[src/rtl/mem_arbiter_rr_if.sv]
// Bus bundle between N requesting masters, the arbiter and the single slave port.
// The "master" modport is the outside world (masters plus the memory/slave model);
// the "slave" modport is the arbiter itself.
interface mem_arbiter_rr_if #(
  parameter int N_MASTERS = 2,
  parameter int ADDR_W    = 64,
  parameter int DATA_W    = 64
) ();

  // master-facing side
  logic [N_MASTERS-1:0]        m_req;
  logic [N_MASTERS*ADDR_W-1:0] m_addr;
  logic [N_MASTERS-1:0]        m_write;
  logic [N_MASTERS*DATA_W-1:0] m_wdata;
  logic [N_MASTERS-1:0]        m_done;
  logic [N_MASTERS-1:0]        m_stall;
  logic [DATA_W-1:0]           m_rdata;

  // slave-facing side
  logic                        s_valid;
  logic [ADDR_W-1:0]           s_addr;
  logic                        s_write;
  logic [DATA_W-1:0]           s_wdata;
  logic                        s_ready;
  logic [DATA_W-1:0]           s_rdata;

  modport master (
    output m_req, m_addr, m_write, m_wdata, s_ready, s_rdata,
    input  m_done, m_stall, m_rdata, s_valid, s_addr, s_write, s_wdata
  );

  modport slave (
    input  m_req, m_addr, m_write, m_wdata, s_ready, s_rdata,
    output m_done, m_stall, m_rdata, s_valid, s_addr, s_write, s_wdata
  );

endinterface

[src/rtl/mem_arbiter_rr.sv]
// N-master memory-bus arbiter: picks one requester (fixed priority or round-robin),
// latches its address/write flag/write data, runs one slave transaction with a
// ready handshake and returns read data alongside a one-cycle one-hot done pulse.
module mem_arbiter_rr #(
  parameter int N_MASTERS = 2,
  parameter int ADDR_W    = 64,
  parameter int DATA_W    = 64,
  parameter int RR_MODE   = 1
) (
  input  logic            CLK,
  input  logic            RESET,
  mem_arbiter_rr_if.slave bus
);

  localparam int PTR_W = (N_MASTERS > 1) ? $clog2(N_MASTERS) : 1;

  typedef enum logic [1:0] {
    ST_IDLE = 2'd0,
    ST_BUSY = 2'd1,
    ST_RESP = 2'd2
  } state_t;

  state_t                 state_q, state_d;
  logic [PTR_W-1:0]       ptr_q, ptr_d;
  logic [PTR_W-1:0]       win_q, win_d;
  logic                   s_valid_q, s_valid_d;
  logic [ADDR_W-1:0]      s_addr_q, s_addr_d;
  logic                   s_write_q, s_write_d;
  logic [DATA_W-1:0]      s_wdata_q, s_wdata_d;
  logic [DATA_W-1:0]      m_rdata_q, m_rdata_d;
  logic [N_MASTERS-1:0]   m_done_q, m_done_d;

  // Per-master views of the packed address / write-data buses
  logic [ADDR_W-1:0]      addr_arr  [N_MASTERS];
  logic [DATA_W-1:0]      wdata_arr [N_MASTERS];
  // Bit i set when master i sits at or above the round-robin pointer
  logic [N_MASTERS-1:0]   hi_mask;
  logic [N_MASTERS-1:0]   req_hi;
  logic [PTR_W-1:0]       pick;

  genvar gi;
  generate
    for (gi = 0; gi < N_MASTERS; gi++) begin : g_unpack
      assign addr_arr[gi]  = bus.m_addr[gi*ADDR_W +: ADDR_W];
      assign wdata_arr[gi] = bus.m_wdata[gi*DATA_W +: DATA_W];
      assign hi_mask[gi]   = (PTR_W'(gi) >= ptr_q);
    end
  endgenerate

  // Index of the lowest set bit; only meaningful when v is nonzero
  function automatic logic [PTR_W-1:0] lowest_set(input logic [N_MASTERS-1:0] v);
    logic [PTR_W-1:0] r;
    r = '0;
    for (int i = N_MASTERS - 1; i >= 0; i--) begin
      if (v[i]) r = PTR_W'(i);
    end
    return r;
  endfunction

  assign req_hi = bus.m_req & hi_mask;

  // Winner selection: lowest index, or first requester at/after ptr with wrap-around
  always_comb begin
    pick = lowest_set(bus.m_req);
    if (RR_MODE != 0 && req_hi != '0) begin
      pick = lowest_set(req_hi);
    end
  end

  // Next-state and datapath logic for the IDLE -> BUSY -> RESP cycle
  always_comb begin
    state_d   = state_q;
    ptr_d     = ptr_q;
    win_d     = win_q;
    s_valid_d = s_valid_q;
    s_addr_d  = s_addr_q;
    s_write_d = s_write_q;
    s_wdata_d = s_wdata_q;
    m_rdata_d = m_rdata_q;
    m_done_d  = '0;
    unique case (state_q)
      ST_IDLE: begin
        if (bus.m_req != '0) begin
          win_d     = pick;
          s_addr_d  = addr_arr[pick];
          s_write_d = bus.m_write[pick];
          s_wdata_d = wdata_arr[pick];
          s_valid_d = 1'b1;
          state_d   = ST_BUSY;
        end
      end
      ST_BUSY: begin
        if (bus.s_ready) begin
          m_rdata_d = bus.s_rdata;
          m_done_d  = N_MASTERS'(1) << win_q;
          s_valid_d = 1'b0;
          ptr_d     = (win_q == PTR_W'(N_MASTERS - 1)) ? '0 : win_q + PTR_W'(1);
          state_d   = ST_RESP;
        end
      end
      ST_RESP: begin
        state_d = ST_IDLE;
      end
      default: begin
        state_d   = ST_IDLE;
        s_valid_d = 1'b0;
      end
    endcase
  end

  // State and datapath registers; reset abandons any transaction in flight
  always_ff @(posedge CLK or negedge RESET) begin
    if (!RESET) begin
      state_q   <= ST_IDLE;
      ptr_q     <= '0;
      win_q     <= '0;
      s_valid_q <= 1'b0;
      s_addr_q  <= '0;
      s_write_q <= 1'b0;
      s_wdata_q <= '0;
      m_rdata_q <= '0;
      m_done_q  <= '0;
    end else begin
      state_q   <= state_d;
      ptr_q     <= ptr_d;
      win_q     <= win_d;
      s_valid_q <= s_valid_d;
      s_addr_q  <= s_addr_d;
      s_write_q <= s_write_d;
      s_wdata_q <= s_wdata_d;
      m_rdata_q <= m_rdata_d;
      m_done_q  <= m_done_d;
    end
  end

  assign bus.s_valid = s_valid_q;
  assign bus.s_addr  = s_addr_q;
  assign bus.s_write = s_write_q;
  assign bus.s_wdata = s_wdata_q;
  assign bus.m_rdata = m_rdata_q;
  assign bus.m_done  = m_done_q;
  assign bus.m_stall = bus.m_req & ~m_done_q;

endmodule
[src/flat_wrapper.sv]
// flat-port wrapper written by rule: the top's interface ports become plain ports
module mem_arbiter_rr_flat 
#(
  parameter int N_MASTERS = 2,
  parameter int ADDR_W    = 64,
  parameter int DATA_W    = 64,
  parameter int RR_MODE   = 1
)
  (CLK, RESET, bus_m_req, bus_m_addr, bus_m_write, bus_m_wdata, bus_s_ready, bus_s_rdata, bus_m_done, bus_m_stall, bus_m_rdata, bus_s_valid, bus_s_addr, bus_s_write, bus_s_wdata);
  mem_arbiter_rr_if #(.N_MASTERS(N_MASTERS), .ADDR_W(ADDR_W), .DATA_W(DATA_W)) bus_i ();
  input  logic CLK;
  input  logic RESET;
  input wire logic [$bits(bus_i.m_req)-1:0] bus_m_req;
  input wire logic [$bits(bus_i.m_addr)-1:0] bus_m_addr;
  input wire logic [$bits(bus_i.m_write)-1:0] bus_m_write;
  input wire logic [$bits(bus_i.m_wdata)-1:0] bus_m_wdata;
  input wire logic [$bits(bus_i.s_ready)-1:0] bus_s_ready;
  input wire logic [$bits(bus_i.s_rdata)-1:0] bus_s_rdata;
  output wire logic [$bits(bus_i.m_done)-1:0] bus_m_done;
  output wire logic [$bits(bus_i.m_stall)-1:0] bus_m_stall;
  output wire logic [$bits(bus_i.m_rdata)-1:0] bus_m_rdata;
  output wire logic [$bits(bus_i.s_valid)-1:0] bus_s_valid;
  output wire logic [$bits(bus_i.s_addr)-1:0] bus_s_addr;
  output wire logic [$bits(bus_i.s_write)-1:0] bus_s_write;
  output wire logic [$bits(bus_i.s_wdata)-1:0] bus_s_wdata;
  assign bus_i.m_req = bus_m_req;
  assign bus_i.m_addr = bus_m_addr;
  assign bus_i.m_write = bus_m_write;
  assign bus_i.m_wdata = bus_m_wdata;
  assign bus_i.s_ready = bus_s_ready;
  assign bus_i.s_rdata = bus_s_rdata;
  assign bus_m_done = bus_i.m_done;
  assign bus_m_stall = bus_i.m_stall;
  assign bus_m_rdata = bus_i.m_rdata;
  assign bus_s_valid = bus_i.s_valid;
  assign bus_s_addr = bus_i.s_addr;
  assign bus_s_write = bus_i.s_write;
  assign bus_s_wdata = bus_i.s_wdata;
  mem_arbiter_rr #(.N_MASTERS(N_MASTERS), .ADDR_W(ADDR_W), .DATA_W(DATA_W), .RR_MODE(RR_MODE)) u_core (.CLK(CLK), .RESET(RESET), .bus(bus_i));
endmodule
[config.mk]
export PLATFORM = sky130hd
export DESIGN_NAME = mem_arbiter_rr_flat
export DESIGN_NICKNAME = d
export VERILOG_FILES = /design/src/rtl/mem_arbiter_rr_if.sv /design/src/rtl/mem_arbiter_rr.sv /design/src/flat_wrapper.sv
export SDC_FILE = /design/constraint.sdc
export NUM_CORES = 1
export LEC_CHECK = 0
export BUFFER_PORTS_ARGS = -buffer_cell sky130_fd_sc_hd__buf_2
export CAP_MARGIN = 20
export CORE_AREA = 2 2 203 205
export DETAILED_ROUTE_END_ITERATION = 16
export DIE_AREA = 0 0 205 207
export MAX_ROUTING_LAYER = met4
export SYNTH_ARGS = -nofsm -noshare
export SYNTH_HDL_FRONTEND = slang
export SYNTH_SLANG_ARGS = --single-unit
[constraint.sdc]
create_clock -name CLK -period 2.3 [get_ports CLK]
set_input_delay 0.345 -clock CLK [delete_from_list [all_inputs] [get_ports CLK]]
set_output_delay 0.345 -clock CLK [all_outputs]
set_load 0.05 [all_outputs]
==> results.py, run 1 <==
metrics = {
    "cts": {
        "worstSkewPairLatency_ps": 470,
        "cts.htree.levels": 4,
        "cts_tree": "yes",
        "clk_path_buf_depth": 2,
        "cts_root_buf": "clkbuf_16",
        "clock-sinks": 200,
        "numCtsBuffers": 17,
        "clkSlewWorstSetupHoldPaths_ps": 80,
    },
    "global_route": {
        "grt_overflow": 0,
        "track_usage": 0.1773,
        "grt_start_max_net_pins": 94,
        "antenna_found_initial": 1,
        "grt_pass1_vias": 9948,
        "grt_pass1_wl_mm": 56.86,
    },
    "hold_path": {
        "min_to": "u_core.bus.m_rdata[47]",
        "min_path_cells": 3,
        "min_path_type": "input pin to flop",
        "hold_start": "bus_s_rdata[47]",
    },
    "floorplanning": {
        "core_area_sq_um": 40370,
        "die_w_um": 205,
        "initial_utilization": 0.2476,
        "die_h_um": 207,
        "ioPinCount": 525,
        "die_area_sq_um": 42440,
        "rows": 74,
    },
    "cells_and_area": {
        "drive_gt1_frac": 0.5039,
        "finalInstanceArea_sq_um": 13790,
        "area_growth_pct": 37.96,
        "finish.net_count": 1709,
        "regArea_sq_um": 5005,
        "layout_common_cells": "buf_2, dfrtp_1, nand2_1",
        "utilization": 0.3415,
        "multiInputGateArea_sq_um": 4385,
        "nFillCells": 4177,
        "final_common_cell": "buf_2",
    },
    "timing": {
        "slew_headroom": 0.4844,
        "fin_crit_sh": 0.7714,
        "fmax_mhz": 563.6,
        "finalSetupViolCount": 0,
        "setup_tns_ps": 0,
        "maxSlewViolCount": 0,
        "finalCriticalPeriod_ps": 1774,
        "hold_viol_final": 0,
        "worst_pin_slew_ps": 773.3,
        "finalClockSkew_ps": 9.284,
        "rsz0062_at_grt": "no",
        "setup_ws_ps": 525.8,
    },
    "setup_path": {
        "cp_slowest_cell": "a311oi_1",
        "cp-start-kind": "flop",
        "path_cells": "or2_4, buf_4, a311oi_1, a2bb2oi_2",
        "reg2reg_slack_ps": 530,
        "r2r_start": "u_core.state_q[0]",
        "critPathTopFamily": "compound AO/OA/AOI/OAI gates",
        "reg2reg_to": "u_core.bus.s_wdata[0]",
        "critPathArrivalTime_ps": 2110,
        "critical_path.max_stage_delay_ps": 470,
        "crit_type": "flop to flop",
        "required_ps": 2630,
        "reg2reg_depth": 4,
        "crit_path_end_kind": "flop",
        "path_buf_inv": 1,
        "crit_fanout": 61,
        "path_depth": 4,
    },
    "routing": {
        "wirelength_mm": 37.28,
        "wl_per_cell_um": 19.34,
        "first_iter_violations": 791,
        "vias": 9744,
        "drc": 0,
        "via_per_inst": 5.054,
        "drt_first_pass_iters": 7,
        "antenna_left": 0,
    },
    "placed_design": {
        "placed_area_sq_um": 13200,
        "pre_cts_slack_ps": 551.3,
        "numPortBuffers": 524,
        "gp_congestion": 0.8612,
        "hpwl_mm": 26.26,
    },
    "logic_synthesis": {
        "ys_ff_latch": 200,
        "ys_types": 24,
        "syn_nets": 1240,
        "ys.flop_type": "dfrtp_1",
        "netlist_area_sq_um": 9993,
        "ys_seq_area_frac": 0.5008,
        "syn-mean-instance-area_sq_um": 10.95,
        "syn_inst": 913,
        "async_flop_share": 1.000,
        "ys_warn_count": 0,
        "synth-edff-count": 0,
    },
    "power_and_ir_drop": {
        "finalPower_w": 0.02374,
        "peakVddDrop_mv": 0.9460,
        "power_leakage_nw": 6.282,
        "pwr_density_cell_nw_per_um2": 1722,
    },
    "run_status": {
        "outcome": "finished clean",
    },
    "run": {
        "maxCapViolCount": 0,
    },
}
==> cell usage after synthesis, types with 2 or more instances <==
cell         n  area, sq um
a2bb2oi_1   30        262.8
a2bb2oi_2   99         1486
buf_2       22        110.1
nor2_1       4        15.01
a311oi_1   127         1112
buf_6       21        236.5
nand2b_1     2        12.51
nand2_1    192        720.7
a311oi_2     2        30.03
buf_1        3        11.26
dfrtp_1    200         5005
clkbuf_1    68        255.2
inv_1        2        7.510
o21ai_0    131        655.6
==> cell families (layout without fill, tap and decap cells) <==
logic type / after synthesis / count (layout) / share of synthesized area
AO/OA/AOI/OAI: 392 / 392 / 0.3571
AND/OR/NAND/NOR: 205 / 205 / 0.08001
flip-flops: 200 / 200 / 0.5008
buffers and inverters: 116 / 598 / 0.06210
other: 0 / 1 / 0
==> layout make-up <==
cell class / count / area share
Antenna cell: 1 / 0.0001815
Clock buffer: 21 / 0.03485
Clock inverter: 11 / 0.006534
Inverter: 2 / 0.0006353
Multi-Input combinational cell: 597 / 0.3181
Sequential cell: 200 / 0.3630
Tap cell: 532 / 0.04828
Timing Repair Buffer: 564 / 0.2284
==> registers in the layout (all words and copies together) (netlist names) <==
name and flops:
u_core.win_q 1, u_core.bus.m_done 2, u_core.bus.s_write 1, u_core.ptr_q 1
u_core.bus.s_valid 1, u_core.bus.s_addr 64, u_core.bus.s_wdata 64, u_core.state_q 2
u_core.bus.m_rdata 64
==> worst reg2reg max path, stage by stage, from the launching register on <==
cell	delay (ps)
dfrtp_1	410
or2_4	290
buf_4	320
a311oi_1	540
a2bb2oi_2	90
==> worst max-delay path by stage <==
stage,startpoint,endpoint
global route,u_core.state_q[0],u_core.bus.s_wdata[15]
floorplan,bus_m_req[1],bus_m_stall[1]
finish,u_core.state_q[0],u_core.bus.s_wdata[0]
detailed placement,u_core.state_q[0],u_core.bus.s_wdata[0]
global placement,bus_m_req[0],u_core.bus.s_wdata[45]
CTS,u_core.bus.m_done[0],bus_m_stall[0]
==> through the flow <==
stage | cells | hold WS, ps
floorplan | 913 | 49.41
global placement | 1894 | 413.0
detailed placement | 1894 | 413.5
CTS | 1927 | 18.73
global route | 1928 | 39.41
finish | 1928 | 61.81
==> layer usage <==
layer / GRT usage / vias to the layer above / part of all wire
met3: 0.04390 / 51 / 0.088
met1: 0.2163 / 4788 / 0.41
li1: - / 4380 / -
met2: 0.2810 / 525 / 0.48
met5: - / - / 0
met4: 0.06897 / 0 / 0.025
==> power breakdown <==
| group | internal, W | leakage, nW | total (W) | switching [W] |
|---|---|---|---|---|
| logic | 0.00440 | 3.70 | 0.0143 | 0.00994 |
| registers | 0.00526 | 2.32 | 0.00642 | 0.00116 |
| clock network | 0.00151 | 0.265 | 0.00297 | 0.00146 |
==> repair_timing <==
item,in CTS,in global routing
hold buffers,1,0
gates resized for setup,0,0
hold endpoints to repair,54,0
setup buffers,0,0
Power figures use the tool's default switching activity.
==> inputs of run 2 (changes only) <==
--- a/config.mk
+++ b/config.mk
@@ -5,11 +5,12 @@
 export SDC_FILE = /design/constraint.sdc
 export NUM_CORES = 1
 export LEC_CHECK = 0
+export ABC_AREA = 1
 export BUFFER_PORTS_ARGS = -buffer_cell sky130_fd_sc_hd__buf_2
 export CAP_MARGIN = 20
-export CORE_AREA = 2 2 203 205
+export CORE_AREA = 2 2 204 206
 export DETAILED_ROUTE_END_ITERATION = 16
-export DIE_AREA = 0 0 205 207
+export DIE_AREA = 0 0 206 208
 export MAX_ROUTING_LAYER = met4
 export SYNTH_ARGS = -nofsm -noshare
 export SYNTH_HDL_FRONTEND = slang
==> constraint.sdc (replaced) <==
create_clock -name CLK -period 1.5 [get_ports CLK]
set_input_delay 0.225 -clock CLK [delete_from_list [all_inputs] [get_ports CLK]]
set_output_delay 0.225 -clock CLK [all_outputs]
set_load 0.05 [all_outputs]
==> run 2 against run 1 <==
Critical path depth shrank 2. Count of clock-buffer cells in the layout is the same. Worst setup slack lost 420 ps. Synthesized area grew 0.85%. Largest cell class unchanged. Sequential power grew 50%.
==> results.py, run 2 <==
metrics = {
    "setup_path": {
        "cp_slowest_cell": "dfrtp_1",
        "crit_end": "bus_m_stall[1]",
        "path_buf_inv": 1,
        "crit_path_end_kind": "output port",
        "required_ps": 1270,
        "reg2reg_depth": 7,
        "reg2reg_slack_ps": 130,
        "cp-start-kind": "flop",
        "path_depth": 2,
        "cp-startpoint": "u_core.bus.m_done[1]",
        "reg2reg_to": "u_core.bus.s_addr[31]",
        "critPathTopFamily": "flip-flops",
        "critical_path.max_stage_delay_ps": 410,
        "crit_type": "flop to output port",
        "r2r_start": "u_core.state_q[0]",
        "critPathArrivalTime_ps": 1170,
        "crit_fanout": 2,
        "path_cells": "nor2_2, buf_4",
    },
    "global_route": {
        "grt.met2_usage": 0.2847,
        "gr-max-usage-layer": "met2",
        "use_met3": 0.04449,
        "grt_overflow": 0,
        "grt_start_max_net_pins": 57,
        "met1_usage": 0.1956,
        "track_usage": 0.1710,
        "grt_pass1_wl_mm": 55.83,
        "antenna_found_initial": 5,
        "grt_pass1_vias": 10900,
    },
    "cells_and_area": {
        "area_growth_pct": 46.00,
        "drive_gt1_frac": 0.3091,
        "final_common_cell": "nand2_1",
        "multiInputGateArea_sq_um": 3576,
        "layout_common_cells": "nand2_1, buf_2, inv_1",
        "nFillCells": 4245,
        "finish.net_count": 2307,
        "regArea_sq_um": 5005,
    },
    "logic_synthesis": {
        "ys_seq_area_frac": 0.4966,
        "netlist_area_sq_um": 10080,
        "async_flop_share": 1.000,
        "syn_nets": 1734,
        "synth-edff-count": 0,
        "syn_inst": 1407,
        "yosys.area.top_type": "dfrtp_1",
        "ys.flop_type": "dfrtp_1",
        "ys_ff_latch": 200,
        "yosysMostFrequentCell": "nand2_1",
        "yosys-top-cells-count": "nand2_1, inv_1, nand3_1",
        "syn-mean-instance-area_sq_um": 7.163,
        "ys_warn_count": 0,
        "yosysTopAreaCellShare": 0.4966,
        "ys_types": 15,
        "synth_area_leaders": "dfrtp_1, nand2_1, nand3_1",
    },
    "floorplanning": {
        "die_w_um": 206,
        "rows": 74,
        "die_h_um": 208,
        "initial_utilization": 0.2485,
        "core_area_sq_um": 40550,
        "ioPinCount": 525,
        "die_area_sq_um": 42850,
    },
    "cts": {
        "clk_path_buf_depth": 2,
        "cts.htree.levels": 4,
        "clock-sinks": 200,
        "worstSkewPairLatency_ps": 460,
        "clkSlewWorstSetupHoldPaths_ps": 80,
        "cts_root_buf": "clkbuf_16",
        "cts_tree": "yes",
        "numCtsBuffers": 17,
    },
    "placed_design": {
        "numPortBuffers": 524,
        "gp_congestion": 0.9063,
        "hpwl_mm": 26.77,
    },
    "timing": {
        "finalClockSkew_ps": 11.85,
        "finalCriticalPeriod_ps": 1399,
        "worst_pin_slew_ps": 369.0,
        "fin_crit_sh": 0.9326,
        "fmax_mhz": 714.9,
        "maxSlewViolCount": 0,
        "rsz0062_at_grt": "no",
        "finalSetupViolCount": 0,
        "hold_viol_final": 0,
        "setup_tns_ps": 0,
        "holdWs_ps": 48.69,
        "slew_headroom": 0.7540,
    },
    "power_and_ir_drop": {
        "swShare": 0.5530,
        "power.switching_w": 0.01874,
        "peakVddDrop_mv": 1.320,
        "pwr-share-seq": 0.284,
        "pwr_density_cell_nw_per_um2": 2303,
        "power.internal_w": 0.01514,
        "power_frac_comb": 0.580,
        "clkPwrFrac": 0.137,
        "power_leakage_nw": 9.106,
    },
    "routing": {
        "first_iter_violations": 718,
        "drt_first_pass_iters": 7,
        "via_per_inst": 4.260,
        "wirelength_mm": 35.85,
        "antenna_left": 0,
        "vias": 10780,
        "drc": 0,
        "wl_per_cell_um": 14.17,
    },
    "run": {
        "maxCapViolCount": 0,
    },
    "hold_path": {
        "min_path_type": "input pin to flop",
    },
    "run_status": {
        "outcome": "finished clean",
    },
}
## run 2: cell count changes after synthesis, moves of 56 or more
cell	delta
a2bb2oi_2	-99
a311oi_1	-127
clkbuf_1	-56
inv_1	+262
nand2_1	+394
nand3_1	+258
o21ai_0	-131
## run 2: cell families after synthesis
kind of cell | synth area share
AND/OR/NAND/NOR | 0.3511
buffers and inverters | 0.1506
flip-flops | 0.4966
AO/OA/AOI/OAI | 0.001737
## run 2: worst register-to-register path: cells and delay by family (launching register included)
family	cells	cell delay, ps
DFF	1	400
and+or+nand+nor	4	410
buffers and inverters	3	510
## run 2: layout make-up
type | count | share of cell area
flip-flops and latches | 200 | 0.3401
diodes | 6 | 0.001020
repair buffers | 639 | 0.2625
inverters | 267 | 0.06828
clock inverters | 11 | 0.007823
well taps | 532 | 0.04524
multi-input cells | 855 | 0.2430
clock buffers | 21 | 0.03197
## run 2: worst min path at each step
stage                               from                     end  slack [ps]  cells after the start
after floorplan                    RESET    u_core.bus.m_done[0]         -70                      0
after global placement             RESET  u_core.bus.m_rdata[14]         190                      1
after detailed placement           RESET  u_core.bus.m_rdata[30]         190                      1
after CTS                 bus_m_addr[49]   u_core.bus.s_addr[49]           7                      5
after global routing      bus_m_addr[38]   u_core.bus.s_addr[38]          50                      5
final                     bus_m_addr[49]   u_core.bus.s_addr[49]          50                      5
## run 2: power by group through the flow
| stage | clock (W) | sequential (W) | combinational (W) |
|---|---|---|---|
| after detailed placement | 0 | 0.00958 | 0.0197 |
| after global routing | 0.00504 | 0.00988 | 0.0211 |
| after floorplan | 0 | 0.0185 | 0.00510 |
| after global placement | 0 | 0.00963 | 0.0195 |
| after CTS | 0.00482 | 0.00959 | 0.0198 |
| final | 0.00464 | 0.00961 | 0.0196 |
## run 2: routing by layer
metal	wire length, um	vias up
met5	0	-
met4	917	0
met3	2951	53
met2	17130	439
met1	14860	4964
li1	-	5325
## run 2: through the flow
| stage | setup WS [ps] | power, W | util | cell area (sq um) | instances |
|---|---|---|---|---|---|
| after floorplan | 108.6 | 0.02363 | - | 10080 | 1407 |
| after global placement | 155.7 | 0.02909 | 0.3321 | 13470 | 2429 |
| after detailed placement | 138.8 | 0.02927 | 0.3321 | 13470 | 2429 |
| after CTS | 34.71 | 0.03420 | 0.3625 | 14700 | 2525 |
| after global routing | 21.48 | 0.03598 | 0.3628 | 14710 | 2530 |
| final | 101.1 | 0.03388 | 0.3628 | 14710 | 2531 |
## run 2: repair_timing
item,in CTS,in global routing
endpoints found under the setup margin,2,0
resized for setup,2,0
hold buffers,64,0
setup buffers,0,0
endpoints found under the hold margin,90,0
==> inputs of run 3 (changes only) <==
--- a/config.mk
+++ b/config.mk
@@ -8,10 +8,12 @@
 export ABC_AREA = 1
 export BUFFER_PORTS_ARGS = -buffer_cell sky130_fd_sc_hd__buf_2
 export CAP_MARGIN = 20
-export CORE_AREA = 2 2 204 206
+export CELL_PAD_IN_SITES_DETAIL_PLACEMENT = 0
+export CELL_PAD_IN_SITES_GLOBAL_PLACEMENT = 2
+export CORE_UTILIZATION = 21
 export DETAILED_ROUTE_END_ITERATION = 16
-export DIE_AREA = 0 0 206 208
 export MAX_ROUTING_LAYER = met4
+export PLACE_DENSITY_LB_ADDON = 0.1
 export SYNTH_ARGS = -nofsm -noshare
 export SYNTH_HDL_FRONTEND = slang
 export SYNTH_SLANG_ARGS = --single-unit
==> run 3 against run 2 <==
Final area up 1.4%. First-iteration DRC count down 28%. Count of clock-buffer cells in the layout down 3. Clock skew down 1.0 ps. Total power up 1.7%. Via count down 1.5%. Worst hold slack better by 4.9 ps. Worst setup slack worse by 29 ps. Critical endpoint is now bus_m_stall[0]. Largest cell class unchanged.
==> results.py, run 3 (same netlist as run 2, synthesis figures left out) <==
metrics = {
    "run_status": {
        "outcome": "finished clean",
    },
    "timing": {
        "worst_pin_slew_ps": 464.4,
        "hold_viol_final": 0,
        "finalSetupViolCount": 0,
        "setup_ws_ps": 71.83,
        "setup_tns_ps": 0,
        "maxSlewViolCount": 0,
        "finalCriticalPeriod_ps": 1428,
        "fmax_mhz": 700.2,
        "fin_crit_sh": 0.9521,
        "slew_headroom": 0.6904,
        "finalClockSkew_ps": 10.81,
        "rsz0062_at_grt": "no",
    },
    "floorplanning": {
        "core_area_sq_um": 46950,
        "ioPinCount": 525,
        "rows": 79,
        "die_w_um": 221.1,
        "die_h_um": 221.1,
        "die_area_sq_um": 48870,
        "initial_utilization": 0.2147,
    },
    "cts": {
        "cts_root_buf": "clkbuf_16",
        "worstSkewPairLatency_ps": 460,
        "cts.htree.levels": 4,
        "numCtsBuffers": 17,
        "cts_setup_buffers": 0,
        "cts_tree": "yes",
        "clock-sinks": 200,
        "clkSlewWorstSetupHoldPaths_ps": 80,
        "clk_path_buf_depth": 2,
    },
    "global_route": {
        "grt_pass1_vias": 10930,
        "grt_start_max_net_pins": 78,
        "antenna_found_initial": 22,
        "grt_pass1_wl_mm": 68.54,
        "track_usage": 0.1905,
        "grt_overflow": 0,
    },
    "setup_path": {
        "cp-start-kind": "flop",
        "crit_path_end_kind": "output port",
        "reg2reg_slack_ps": 130,
        "critPathArrivalTime_ps": 1200,
        "path_cells": "nor2_4, buf_8",
        "crit_type": "flop to output port",
        "critical_path.max_stage_delay_ps": 470,
        "crit_fanout": 2,
        "required_ps": 1270,
        "cp_slowest_cell": "dfrtp_2",
    },
    "routing": {
        "vias": 10610,
        "first_iter_violations": 517,
        "drt_first_pass_iters": 5,
        "antenna_left": 0,
        "wl_per_cell_um": 17.11,
        "wirelength_mm": 44.70,
        "drc": 0,
        "via_per_inst": 4.062,
    },
    "run": {
        "maxCapViolCount": 0,
    },
    "cells_and_area": {
        "nFillCells": 5163,
        "layoutNonFillerInstCount": 2613,
        "drive_gt1_frac": 0.3065,
        "finish.net_count": 2298,
        "finalInstanceArea_sq_um": 14920,
        "area_growth_pct": 48.02,
        "final_common_cell": "nand2_1",
        "utilization": 0.3177,
        "layout_common_cells": "nand2_1, buf_2, inv_1",
    },
    "power_and_ir_drop": {
        "power_leakage_nw": 9.123,
        "pwr_density_cell_nw_per_um2": 2310,
        "peakVddDrop_mv": 1.055,
    },
    "placed_design": {
        "gp_congestion": 0.7739,
        "placed_area_sq_um": 13600,
        "post-place-cells": 2494,
        "hpwl_mm": 32.89,
        "pre_cts_slack_ps": 68.66,
        "numPortBuffers": 524,
    },
    "hold_path": {
        "min_path_type": "input pin to flop",
    },
}
## run 3: cell types whose count changed in the layout (fill, tap and decap cells not counted), moves of 2 or more
cell	before	now
clkbuf_8	4	2
inv_6	1	3
buf_4	38	16
buf_12	16	25
buf_6	0	2
diode_2	6	22
clkinv_2	1	5
clkinvlp_4	3	1
## run 3: layout make-up
class	count	area [sq um]	share of cell area
diodes	22	55.05	0.003690
clock buffers	18	439.2	0.02944
clock inverters	14	147.6	0.009897
inverters	267	1005	0.06735
multi-input cells	855	3581	0.2400
flip-flops and latches	200	5006	0.3356
well taps	607	759.5	0.05091
repair buffers	630	3925	0.2631
## run 3: path summary, 6_finish.rpt
path	from	endpoint	depth (start not counted)
hold / removal	bus_m_wdata[63]	u_core.bus.s_wdata[63]	5
hold reg to reg	u_core.bus.s_addr[63]	u_core.bus.s_addr[63]	2
max in group asynchronous	RESET	u_core.bus.s_addr[29]	3
setup reg to reg	u_core.ptr_q	u_core.bus.s_addr[57]	7
min in group asynchronous	RESET	u_core.bus.s_wdata[38]	2
setup / recovery	u_core.bus.m_done[0]	bus_m_stall[0]	2
## run 3: what timing repair did
| action | in CTS | in global routing |
|---|---|---|
| gates resized for setup | 4 | 4 |
| hold buffers | 65 | 0 |
| pin swaps | 0 | 1 |
| endpoints found under the setup margin | 2 | 18 |
| endpoints found under the hold margin | 86 | 0 |
## run 3: worst max-delay path, delay by kind of cell, from the launching register on
family                 cells  cell delay, ps
flip-flops                 1             470
buffers and inverters      1             150
AND/OR/NAND/NOR            1             120
## run 3: power by group
| group | internal, W | switching (W) | leakage (nW) |
|---|---|---|---|
| sequential | 0.00805 | 0.00139 | 2.44 |
| clock | 0.00252 | 0.00235 | 0.293 |
| combinational | 0.00475 | 0.0154 | 6.39 |
## run 3: metrics by stage
stage / total power [W] / hold WS [ps]
after CTS: 0.03509 / 14.39
after detailed placement: 0.02986 / 204.9
final: 0.03446 / 53.63
after global routing: 0.03668 / 35.07
after global placement: 0.02983 / 196.2
after floorplan: 0.02363 / -70.59
## run 3: layer usage
layer  global-route usage  wire, um
met1               0.2285     19580
met2               0.3052     21320
met3              0.06467      3161
met4              0.04737       647
met5                    -         0
